## config.mk

```make
export PLATFORM = sky130hd
export DESIGN_NAME = mmap_loader
export DESIGN_NICKNAME = d
export VERILOG_FILES = /design/src/rtl/mmap_loader.sv
export SDC_FILE = /design/constraint.sdc
export NUM_CORES = 1
export LEC_CHECK = 0
export CAP_MARGIN = 20
export CORE_MARGIN = 5
export CORE_UTILIZATION = 55
export CTS_BUF_LIST = sky130_fd_sc_hd__clkbuf_16
export DETAILED_ROUTE_END_ITERATION = 12
export DONT_BUFFER_PORTS = 1
export HOLD_SLACK_MARGIN = 0.12
export PLACE_DENSITY_LB_ADDON = 0.05
export SKIP_CTS_REPAIR_TIMING = 1
export SLEW_MARGIN = 15
export SYNTH_ARGS = -nofsm -noshare
export SYNTH_HDL_FRONTEND = slang
export SYNTH_SLANG_ARGS = --single-unit
```

## constraint.sdc

```tcl
create_clock -name i_clk -period 4.3 [get_ports i_clk]
set_clock_uncertainty 0.1 [all_clocks]
set_input_delay 0.86 -clock i_clk [delete_from_list [all_inputs] [get_ports i_clk]]
set_output_delay 0.86 -clock i_clk [all_outputs]
set_load 0.01 [all_outputs]
```

## src/rtl/mmap_loader.sv

```systemverilog
// mmap_loader: loads a descriptor-sized burst of stream words into memory
// port B, then writes START_WORD to CTRL_ADDR to kick the mmap block.
// Ports:
//   i_clk, i_rst             clock, synchronous active-high reset
//   i_cfg_valid/o_cfg_ready  descriptor handshake (i_cfg_base, i_cfg_len)
//   i_s_valid/o_s_ready      data stream handshake (i_s_data)
//   o_addr, o_we, o_data     registered memory write port
//   o_busy, o_done, o_err    job status (o_done/o_err are one-cycle pulses)
//   o_checksum               sum of the job's data words, present only
//                            when LOADER_CHECKSUM_EN is defined
module mmap_loader #(
    parameter int DATA_WIDTH = 32,
    parameter int ADDR_WIDTH = 10,
    parameter int FIFO_DEPTH = 2,
    parameter int CTRL_ADDR  = 0,
    parameter logic [DATA_WIDTH-1:0] START_WORD = 32'h1
) (
    input  logic                  i_clk,
    input  logic                  i_rst,
    input  logic                  i_cfg_valid,
    output logic                  o_cfg_ready,
    input  logic [ADDR_WIDTH-1:0] i_cfg_base,
    input  logic [ADDR_WIDTH-1:0] i_cfg_len,
    input  logic                  i_s_valid,
    output logic                  o_s_ready,
    input  logic [DATA_WIDTH-1:0] i_s_data,
    output logic [ADDR_WIDTH-1:0] o_addr,
    output logic                  o_we,
    output logic [DATA_WIDTH-1:0] o_data,
    output logic                  o_busy,
    output logic                  o_done,
    output logic                  o_err
`ifdef LOADER_CHECKSUM_EN
    ,
    output logic [DATA_WIDTH-1:0] o_checksum
`endif
);

    localparam int PW = (FIFO_DEPTH > 1) ? $clog2(FIFO_DEPTH) : 1;
    localparam logic [ADDR_WIDTH:0] CTRL_X = (ADDR_WIDTH+1)'(CTRL_ADDR);
    localparam logic [ADDR_WIDTH:0] SPACE  = {1'b1, {ADDR_WIDTH{1'b0}}};
    localparam logic [PW:0]         FULL   = (PW+1)'(FIFO_DEPTH);

    // The state names the phase currently visible on the registered outputs.
    typedef enum logic [1:0] {IDLE, LOAD, START, DONE} state_t;

    state_t                state, state_nx;
    logic [ADDR_WIDTH-1:0] base, len, len_nx;
    logic [ADDR_WIDTH:0]   acc_cnt, acc_nx;
    logic [ADDR_WIDTH:0]   wr_cnt, wr_nx;
    logic [ADDR_WIDTH:0]   end_x;
    logic [DATA_WIDTH-1:0] fifo_mem [FIFO_DEPTH];
    logic [PW-1:0]         rd_ptr, wr_ptr;
    logic [PW:0]           fifo_cnt, cnt_nx;
    logic                  cfg_hs, cfg_ok, accept;
    logic                  push, pop, bypass, fifo_wr, have_word;
    logic [DATA_WIDTH-1:0] word;

    always_comb begin
        cfg_hs   = (state == IDLE) && i_cfg_valid && o_cfg_ready;
        // Extra bit so base+len cannot wrap and hide an overflow.
        end_x    = {1'b0, i_cfg_base} + {1'b0, i_cfg_len};
        cfg_ok   = (i_cfg_len != '0) && (end_x <= SPACE) &&
                   !(({1'b0, i_cfg_base} <= CTRL_X) && (CTRL_X < end_x));
        accept   = cfg_hs && cfg_ok;
        push     = (state == LOAD) && o_s_ready && i_s_valid;
        pop      = (state == LOAD) && (fifo_cnt != '0);
        // An empty buffer forwards the arriving word straight to the port.
        bypass   = push && (fifo_cnt == '0);
        fifo_wr  = push && !bypass;
        have_word = pop || bypass;
        word     = pop ? fifo_mem[rd_ptr] : i_s_data;
        cnt_nx   = fifo_cnt + (PW+1)'(fifo_wr) - (PW+1)'(pop);
        acc_nx   = acc_cnt + (ADDR_WIDTH+1)'(push);
        wr_nx    = wr_cnt + (ADDR_WIDTH+1)'(have_word);
        len_nx   = len;
        state_nx = state;
        unique case (state)
            IDLE: begin
                if (accept) begin
                    state_nx = LOAD;
                    acc_nx   = '0;
                    wr_nx    = '0;
                    len_nx   = i_cfg_len;
                end
            end
            LOAD: begin
                if (wr_cnt == {1'b0, len}) state_nx = START;
            end
            START: state_nx = DONE;
            DONE:  state_nx = IDLE;
        endcase
    end

    always_ff @(posedge i_clk) begin
        if (fifo_wr) fifo_mem[wr_ptr] <= i_s_data;
    end

    always_ff @(posedge i_clk) begin
        if (i_rst) begin
            state       <= IDLE;
            base        <= '0;
            len         <= '0;
            acc_cnt     <= '0;
            wr_cnt      <= '0;
            rd_ptr      <= '0;
            wr_ptr      <= '0;
            fifo_cnt    <= '0;
            o_cfg_ready <= 1'b1;
            o_s_ready   <= 1'b0;
            o_addr      <= '0;
            o_we        <= 1'b0;
            o_data      <= '0;
            o_busy      <= 1'b0;
            o_done      <= 1'b0;
            o_err       <= 1'b0;
        end else begin
            state    <= state_nx;
            len      <= len_nx;
            acc_cnt  <= acc_nx;
            wr_cnt   <= wr_nx;
            fifo_cnt <= cnt_nx;
            if (accept) base <= i_cfg_base;
            if (pop) rd_ptr <= rd_ptr + PW'(1);
            if (fifo_wr) wr_ptr <= wr_ptr + PW'(1);
            o_cfg_ready <= (state_nx == IDLE);
            o_busy      <= (state_nx != IDLE);
            o_done      <= (state_nx == DONE);
            o_err       <= cfg_hs && !cfg_ok;
            o_s_ready   <= (state_nx == LOAD) &&
                           (acc_nx < {1'b0, len_nx}) && (cnt_nx != FULL);
            o_we        <= 1'b0;
            if (state_nx == START) begin
                o_we   <= 1'b1;
                o_addr <= CTRL_X[ADDR_WIDTH-1:0];
                o_data <= START_WORD;
            end else if (have_word) begin
                o_we   <= 1'b1;
                o_addr <= base + wr_cnt[ADDR_WIDTH-1:0];
                o_data <= word;
            end
        end
    end

`ifdef LOADER_CHECKSUM_EN
    always_ff @(posedge i_clk) begin
        if (i_rst || accept) o_checksum <= '0;
        else if (have_word)  o_checksum <= o_checksum + word;
    end
`endif

endmodule

```

==> implementation parameters, run 1 <==
Parameter                              Value

Run status
  Outcome    completed

Synthesis
  Post-Syn Area    0.00762 mm^2
  Proportion of synthesized chip area in sequential cells    0.507
  Warning count from the yosys run    0
  Post-synth net total    848
  Flip-flop and latch count after synthesis    161
  Number of instances in the synthesized netlist    756
  Syn Area/Cell    10.1 um^2
  Most used DFF post-synth    dfxtp_1
  Unique cell type count in the Yosys netlist    55
  Share of synthesized flip-flops with an asynchronous set or reset    0
  Number of enable flip-flop cells after synthesis    64

Clock tree
  TritonCTS clock tree    done
  Clock slew at the register clock pins of the worst setup and hold paths    60 ps
  Deepest clock path buffer count    2
  Num CTS Buffers    17
  Clock Latency Late Sink    420 ps
  Cell at the root of the clock tree    clkbuf_16
  Total number of H-tree levels    4
  TritonCTS Sinks    161

Final layout
  Area of all placed cells without fillers    0.00893 mm^2
  Final Core Density    0.651
  Fraction of final layout cells with drive strength greater than 1    0.185
  Multi-input gate area in the final layout    0.00378 mm^2
  NumNets Final    881
  FF/Latch Area    0.00386 mm^2
  Area growth from synthesis to layout    17.2%
  ANT cells    0
  Layout fillers    1,130
  Final standard cell count with taps included and fillers excluded    982
  Most common cell after layout, fill and taps aside    dfxtp_1
  Leading cell types in the layout, fill and taps excluded    dfxtp_1, nand2_1, a21oi_1, edfxtp_1, buf_4

Worst setup path
  Peak fanout along the critical path    7
  Kind of launch point of the worst setup path    input pin
  Cell type of the slowest stage on the worst timing path    fa_2
  Setup slack of the worst register-to-register path    770 ps
  Termination of the worst setup path    o_s_ready
  WP data required    4550 ps
  Worst r2r dst    o_s_ready
  Buffer and inverter count on the worst path    3
  Worst Setup Path Type    input pin to register
  Number of cells on the critical path    19
  Crit Reg-Reg Startpoint    state[1]
  Crit-path cells    ha_4 -> fa_2 -> a211oi_4 -> buf_4 -> nor4b_2 -> nor4_4 -> o2111ai_4 -> nor4_4 -> buf_4 -> buf_6 -> or3b_4 -> and2_4 -> ha_4 -> a21o_1 -> a221oi_2 -> o221ai_1 -> a311oi_1 -> o21ai_1 -> a31oi_1
  Largest incremental delay on the critical path    390 ps
  Data arrival time of the critical path    4520 ps
  Launch point of the worst path    i_cfg_len[0]
  Worst Reg-to-Reg Cells    15
  Crit path capture type    register
  Crit-path leading delay family    compound AO/OA/AOI/OAI gates

Route
  First-iteration detailed-routing DRC count    381
  Vias after detailed routing    5,758
  Iteration count of the initial detailed-routing pass    4
  Drt wl/cell    18.7 um
  Detailed-route wire length    18,400 um
  Number of vias per cell after detailed routing    5.86
  Remaining design rule violation count    0
  Final ANT Viol Nets    0

Power
  Worst vdd ir    0.268 mV
  Part of the total power dissipated in combinational logic    0.161
  Ratio of total power to cell area    411 mW/mm^2
  Net switching power of the design    0.965 mW
  Switching part of the total    0.263
  Clock network fraction of design power    0.379
  Flop pwr share    0.459
  Leak    3.15 nW
  P_int    2.71 mW

Timing
  Max Clk Rate    234 MHz
  Fin Setup TNS    0 ps
  Number of max-slew violations in the final report    0
  Headroom to the max-slew limit    0.297
  Worst Hold Slack    396 ps
  Final period util    0.993
  Slew @ Worst Pin    1050 ps
  Final Critical Period    4270 ps
  Setup repair after global routing missed its margin    yes
  Final number of hold-violating endpoints    0
  Final setup violation count    0

Placed design
  Placed standard-cell area    0.00812 mm^2
  Count of input and output buffers    0
  Final HPWL from detailed placement    12,600 um
  Final GP Congestion    0.917
  Placed cell count    940

Floorplan
  Initial core utilization    0.555
  Floorplan die width    128 um
  Die area    0.0163 mm^2
  DIE HEIGHT    128 um
  Placeable core area    0.0137 mm^2
  Floorplan row count    43
  Boundary Pins    104

GRT
  GRT Residual Overflow    0
  Via count of the first global-routing pass    5,689
  Largest net degree at the start of global routing    68
  Antenna violations before repair    0
  Global-route total usage across every layer    0.226
  Wire length of the first global-routing pass    29,300 um

Min path
  Classification of the worst-slack hold path    register to register
  Cells on Worst Hold Path    2

Job
  Max Cap Violations    0
## flip-flops by register name (all words and copies together) (netlist names), named ones only
| name | count |
|---|---|
| fifo_mem | 64 |
| o_data | 32 |
| acc_cnt | 11 |
| wr_cnt | 11 |
| base | 10 |
| len | 10 |
| o_addr | 10 |
| fifo_cnt | 2 |
| state | 2 |
| o_busy | 1 |
| o_cfg_ready | 1 |
| o_done | 1 |
| o_err | 1 |
| o_s_ready | 1 |
| o_we | 1 |
| rd_ptr | 1 |
| wr_ptr | 1 |
## worst min-delay path by stage
stage                     startpoint     endpoint
after global placement    o_data[16]   o_data[16]
after floorplan            o_addr[0]    o_addr[0]
final                     o_data[20]   o_data[20]
after global routing           i_rst  fifo_cnt[0]
after detailed placement  o_data[20]   o_data[20]
after CTS                      i_rst  fifo_cnt[0]
## layout make-up
type	count	area share
sequential	161	0.433
multi-input combinational	539	0.423
timing repair buffer	58	0.0530
clock buffer	17	0.0476
tap	180	0.0252
clock inverter	15	0.0133
inverter	12	0.00504
## Yosys cell counts (all sizes together) (2+ instances only)
cell type / n / area share
a2111oi: 2 / 0.0023
a211oi: 5 / 0.0056
a21o: 6 / 0.0059
a21oi: 75 / 0.049
a2bb2oi: 2 / 0.0023
a311oi: 2 / 0.0023
a31oi: 2 / 0.0016
and2: 11 / 0.0090
and3: 7 / 0.0064
buf: 10 / 0.0067
clkbuf: 34 / 0.017
dfxtp: 97 / 0.25
edfxtp: 64 / 0.25
fa: 2 / 0.0053
ha: 34 / 0.056
inv: 12 / 0.0059
mux2i: 33 / 0.043
nand2: 88 / 0.043
nand2b: 9 / 0.0074
nand3: 15 / 0.0099
nand4: 6 / 0.0049
nor2: 45 / 0.022
nor2b: 6 / 0.0049
nor3: 26 / 0.017
nor3b: 4 / 0.0039
nor4: 9 / 0.010
nor4b: 2 / 0.0023
o2111ai: 3 / 0.0043
o211ai: 36 / 0.035
o21ai: 32 / 0.021
o31ai: 3 / 0.0030
o32ai: 2 / 0.0023
or2: 3 / 0.0025
or3: 3 / 0.0025
or3b: 19 / 0.022
xnor2: 13 / 0.015
xor2: 25 / 0.029
## worst register-to-register path: stages (launching register included)
cell and delay (ps):
dfxtp_1 330, nand2b_1 220, nor2_1 270, ha_1 290, ha_1 260, nand2_1 120, nor3_1 230, xnor2_1 120
nor2_1 200, ha_4 240, a21o_1 190, a221oi_2 260, o221ai_1 150, a311oi_1 240, o21ai_1 120, a31oi_1 140
## power by group through the flow
stage          Sequential (mW)  Clock (mW)  Combinational [mW]
2_1_floorplan             1.70           0               0.345
3_3_place_gp              1.72           0               0.515
3_5_place_dp              1.72           0               0.522
4_1_cts                   1.69        1.42               0.526
5_1_grt                   1.69        1.50               0.654
6_report                  1.69        1.39               0.593
## cells by family after synthesis
| group | Yosys count | synth area share |
|---|---|---|
| AND/OR/NAND/NOR | 255 | 0.171 |
| AO/OA/AOI/OAI | 176 | 0.143 |
| flip-flops | 161 | 0.507 |
| buffers and inverters | 56 | 0.0299 |
| XOR/XNOR | 38 | 0.0437 |
| adder cells (fa/ha/maj) | 36 | 0.0611 |
| multiplexers | 34 | 0.0448 |
## routing by layer
metal  vias up  share of wire  global-route usage
li1       2814              -                   -
met1      2792           0.44               0.287
met2       130           0.50               0.386
met3        22          0.051              0.0575
met4         0          0.013              0.0593
met5         -              0                   0
## per-stage QoR
step | setup slack [ps] | power, mW
floorplan | -186 | 2.05
global placement | -432 | 2.23
detailed placement | -570 | 2.24
CTS | -146 | 3.63
global route | -169 | 3.84
finish | 30.0 | 3.67
Power figures use the tool's default switching activity.
==> inputs of run 2 (changes only) <==
CTS_BUF_LIST = sky130_fd_sc_hd__clkbuf_8   (was sky130_fd_sc_hd__clkbuf_16)
==> run 2 against run 1 <==
  * Critical path depth is the same
  * Global-route usage decreased by 0.32 points
  * Largest cell class unchanged
  * Sequential share of layout area rose by 0.91 points
  * Highest routed layer unchanged
  * Utilization shrank 1.3 points
  * Register-to-register slack got worse by 20 ps
  * Die area unchanged
  * Hold slack worse by 0.76 ps
  * Via count fell by 0.35%
  * Worst setup slack gained 16 ps
  * Clock power down 27%
==> implementation parameters, run 2 (synthesized netlist as in run 1, its figures left out) <==
Parameter                              Value

Power
  P_int    2.38 mW
  Net switching power of the design    0.912 mW
  Flop pwr share    0.511
  Switching part of the total    0.277
  Ratio of total power to cell area    377 mW/mm^2
  Worst vdd ir    0.170 mV
  Part of the total power dissipated in combinational logic    0.179
  Clock network fraction of design power    0.310
  Leak    3.07 nW

Worst setup path
  Peak fanout along the critical path    7
  Worst Setup Path Type    input pin to register
  WP data required    4580 ps
  Kind of launch point of the worst setup path    input pin
  Data arrival time of the critical path    4530 ps
  Crit path capture type    register

Route
  First-iteration detailed-routing DRC count    340
  Drt wl/cell    18.5 um
  Detailed-route wire length    18,100 um
  Iteration count of the initial detailed-routing pass    4
  Number of vias per cell after detailed routing    5.84
  Remaining design rule violation count    0
  Final ANT Viol Nets    0
  Vias after detailed routing    5,738

GRT
  M2 GR Usage    0.379
  Global-route total usage across every layer    0.222
  Met3 routing resource usage after global routing    0.0550
  Wire length of the first global-routing pass    29,000 um
  Antenna violations before repair    0
  Largest net degree at the start of global routing    68
  Via count of the first global-routing pass    5,657
  Layer with the highest usage    met2
  M1 GR Usage    0.281
  GRT Residual Overflow    0

Clock tree
  TritonCTS Sinks    161
  Num CTS Buffers    17
  Deepest clock path buffer count    2
  Clock Latency Late Sink    440 ps
  TritonCTS clock tree    done
  Cell at the root of the clock tree    clkbuf_8
  Total number of H-tree levels    4
  Clock slew at the register clock pins of the worst setup and hold paths    90 ps

Final layout
  Most flop-heavy register    fifo_mem
  Largest register FFs    64
  Area growth from synthesis to layout    14.8%
  Largest registers    fifo_mem: 64 flops, o_data: 32 flops
  ANT cells    0
  Leading cell types in the layout, fill and taps excluded    dfxtp_1, nand2_1, a21oi_1, edfxtp_1, buf_4
  NumNets Final    881
  Final standard cell count with taps included and fillers excluded    982
  Most common cell after layout, fill and taps aside    dfxtp_1
  Fraction of final layout cells with drive strength greater than 1    0.185
  Area of all placed cells without fillers    0.00875 mm^2

Timing
  Final period util    0.989
  Setup repair after global routing missed its margin    yes
  Max Clk Rate    235 MHz
  Final number of hold-violating endpoints    0
  Number of max-slew violations in the final report    0
  Fin Setup TNS    0 ps
  Final Critical Period    4250 ps
  Slew @ Worst Pin    1050 ps
  Headroom to the max-slew limit    0.298
  Slack of the critical path    46.3 ps
  Final setup violation count    0

Placed design
  Placed standard-cell area    0.00812 mm^2
  Count of input and output buffers    0
  Final HPWL from detailed placement    12,600 um
  Worst Setup Slack post-DPL    -570 ps
  Final GP Congestion    0.917
  Placed cell count    940

Floorplan
  Boundary Pins    104
  DIE HEIGHT    128 um
  Initial core utilization    0.555
  Placeable core area    0.0137 mm^2
  Floorplan row count    43
  Die area    0.0163 mm^2
  Floorplan die width    128 um

Job
  Max Cap Violations    0

Min path
  Classification of the worst-slack hold path    input pin to register

Run status
  Outcome    completed
==> run 2: power by group through the flow <==
| stage | registers [mW] | clock network [mW] | logic [mW] |
|---|---|---|---|
| 2_1_floorplan | 1.70 | 0 | 0.345 |
| 3_3_place_gp | 1.72 | 0 | 0.515 |
| 3_5_place_dp | 1.72 | 0 | 0.522 |
| 4_1_cts | 1.69 | 1.05 | 0.526 |
| 5_1_grt | 1.69 | 1.12 | 0.651 |
| 6_report | 1.68 | 1.02 | 0.589 |
==> run 2: path summary, 6_finish.rpt <==
kind | start | slack, ps | to | depth (start not counted)
min reg2reg | o_data[20] | 400 | o_data[20] | 2
min | i_rst | 400 | len[2] | 1
max | i_cfg_len[0] | 50 | o_s_ready | 19
max reg2reg | state[1] | 750 | o_s_ready | 15
==> run 2: metrics by stage <==
| step | util | hold WS [ps] | total power, mW |
|---|---|---|---|
| 6_report | 0.637 | 395 | 3.30 |
| 5_1_grt | 0.637 | 350 | 3.46 |
| 4_1_cts | 0.618 | 344 | 3.26 |
| 3_5_place_dp | 0.592 | 393 | 2.24 |
| 3_3_place_gp | 0.592 | 387 | 2.23 |
| 2_1_floorplan | - | 376 | 2.05 |
==> run 2: area by class of cell <==
cell class | count | area (um^2)
Multi-Input combinational cell | 539 | 3770
Tap cell | 180 | 225
Clock inverter | 14 | 115
Fill cell | 1148 | 4970
Timing Repair Buffer | 58 | 473
Clock buffer | 18 | 248
Inverter | 12 | 45.0
Sequential cell | 161 | 3860
==> run 2: layer usage <==
metal / vias to the layer above / wire, um
li1: 2813 / -
met1: 2761 / 7880
met3: 20 / 1010
met4: 0 / 229
met2: 144 / 9010
met5: - / 0
==> run 2: critical path: stages <==
cell       delay (ps)
ha_4              140
fa_2              390
a211oi_4          230
buf_4             170
nor4b_2            60
nor4_4            320
o2111ai_4         190
nor4_4            280
buf_4             190
buf_6             130
or3b_4            120
and2_4            140
ha_4              200
a21o_1            190
a221oi_2          260
o221ai_1          150
a311oi_1          250
o21ai_1           120
a31oi_1           140
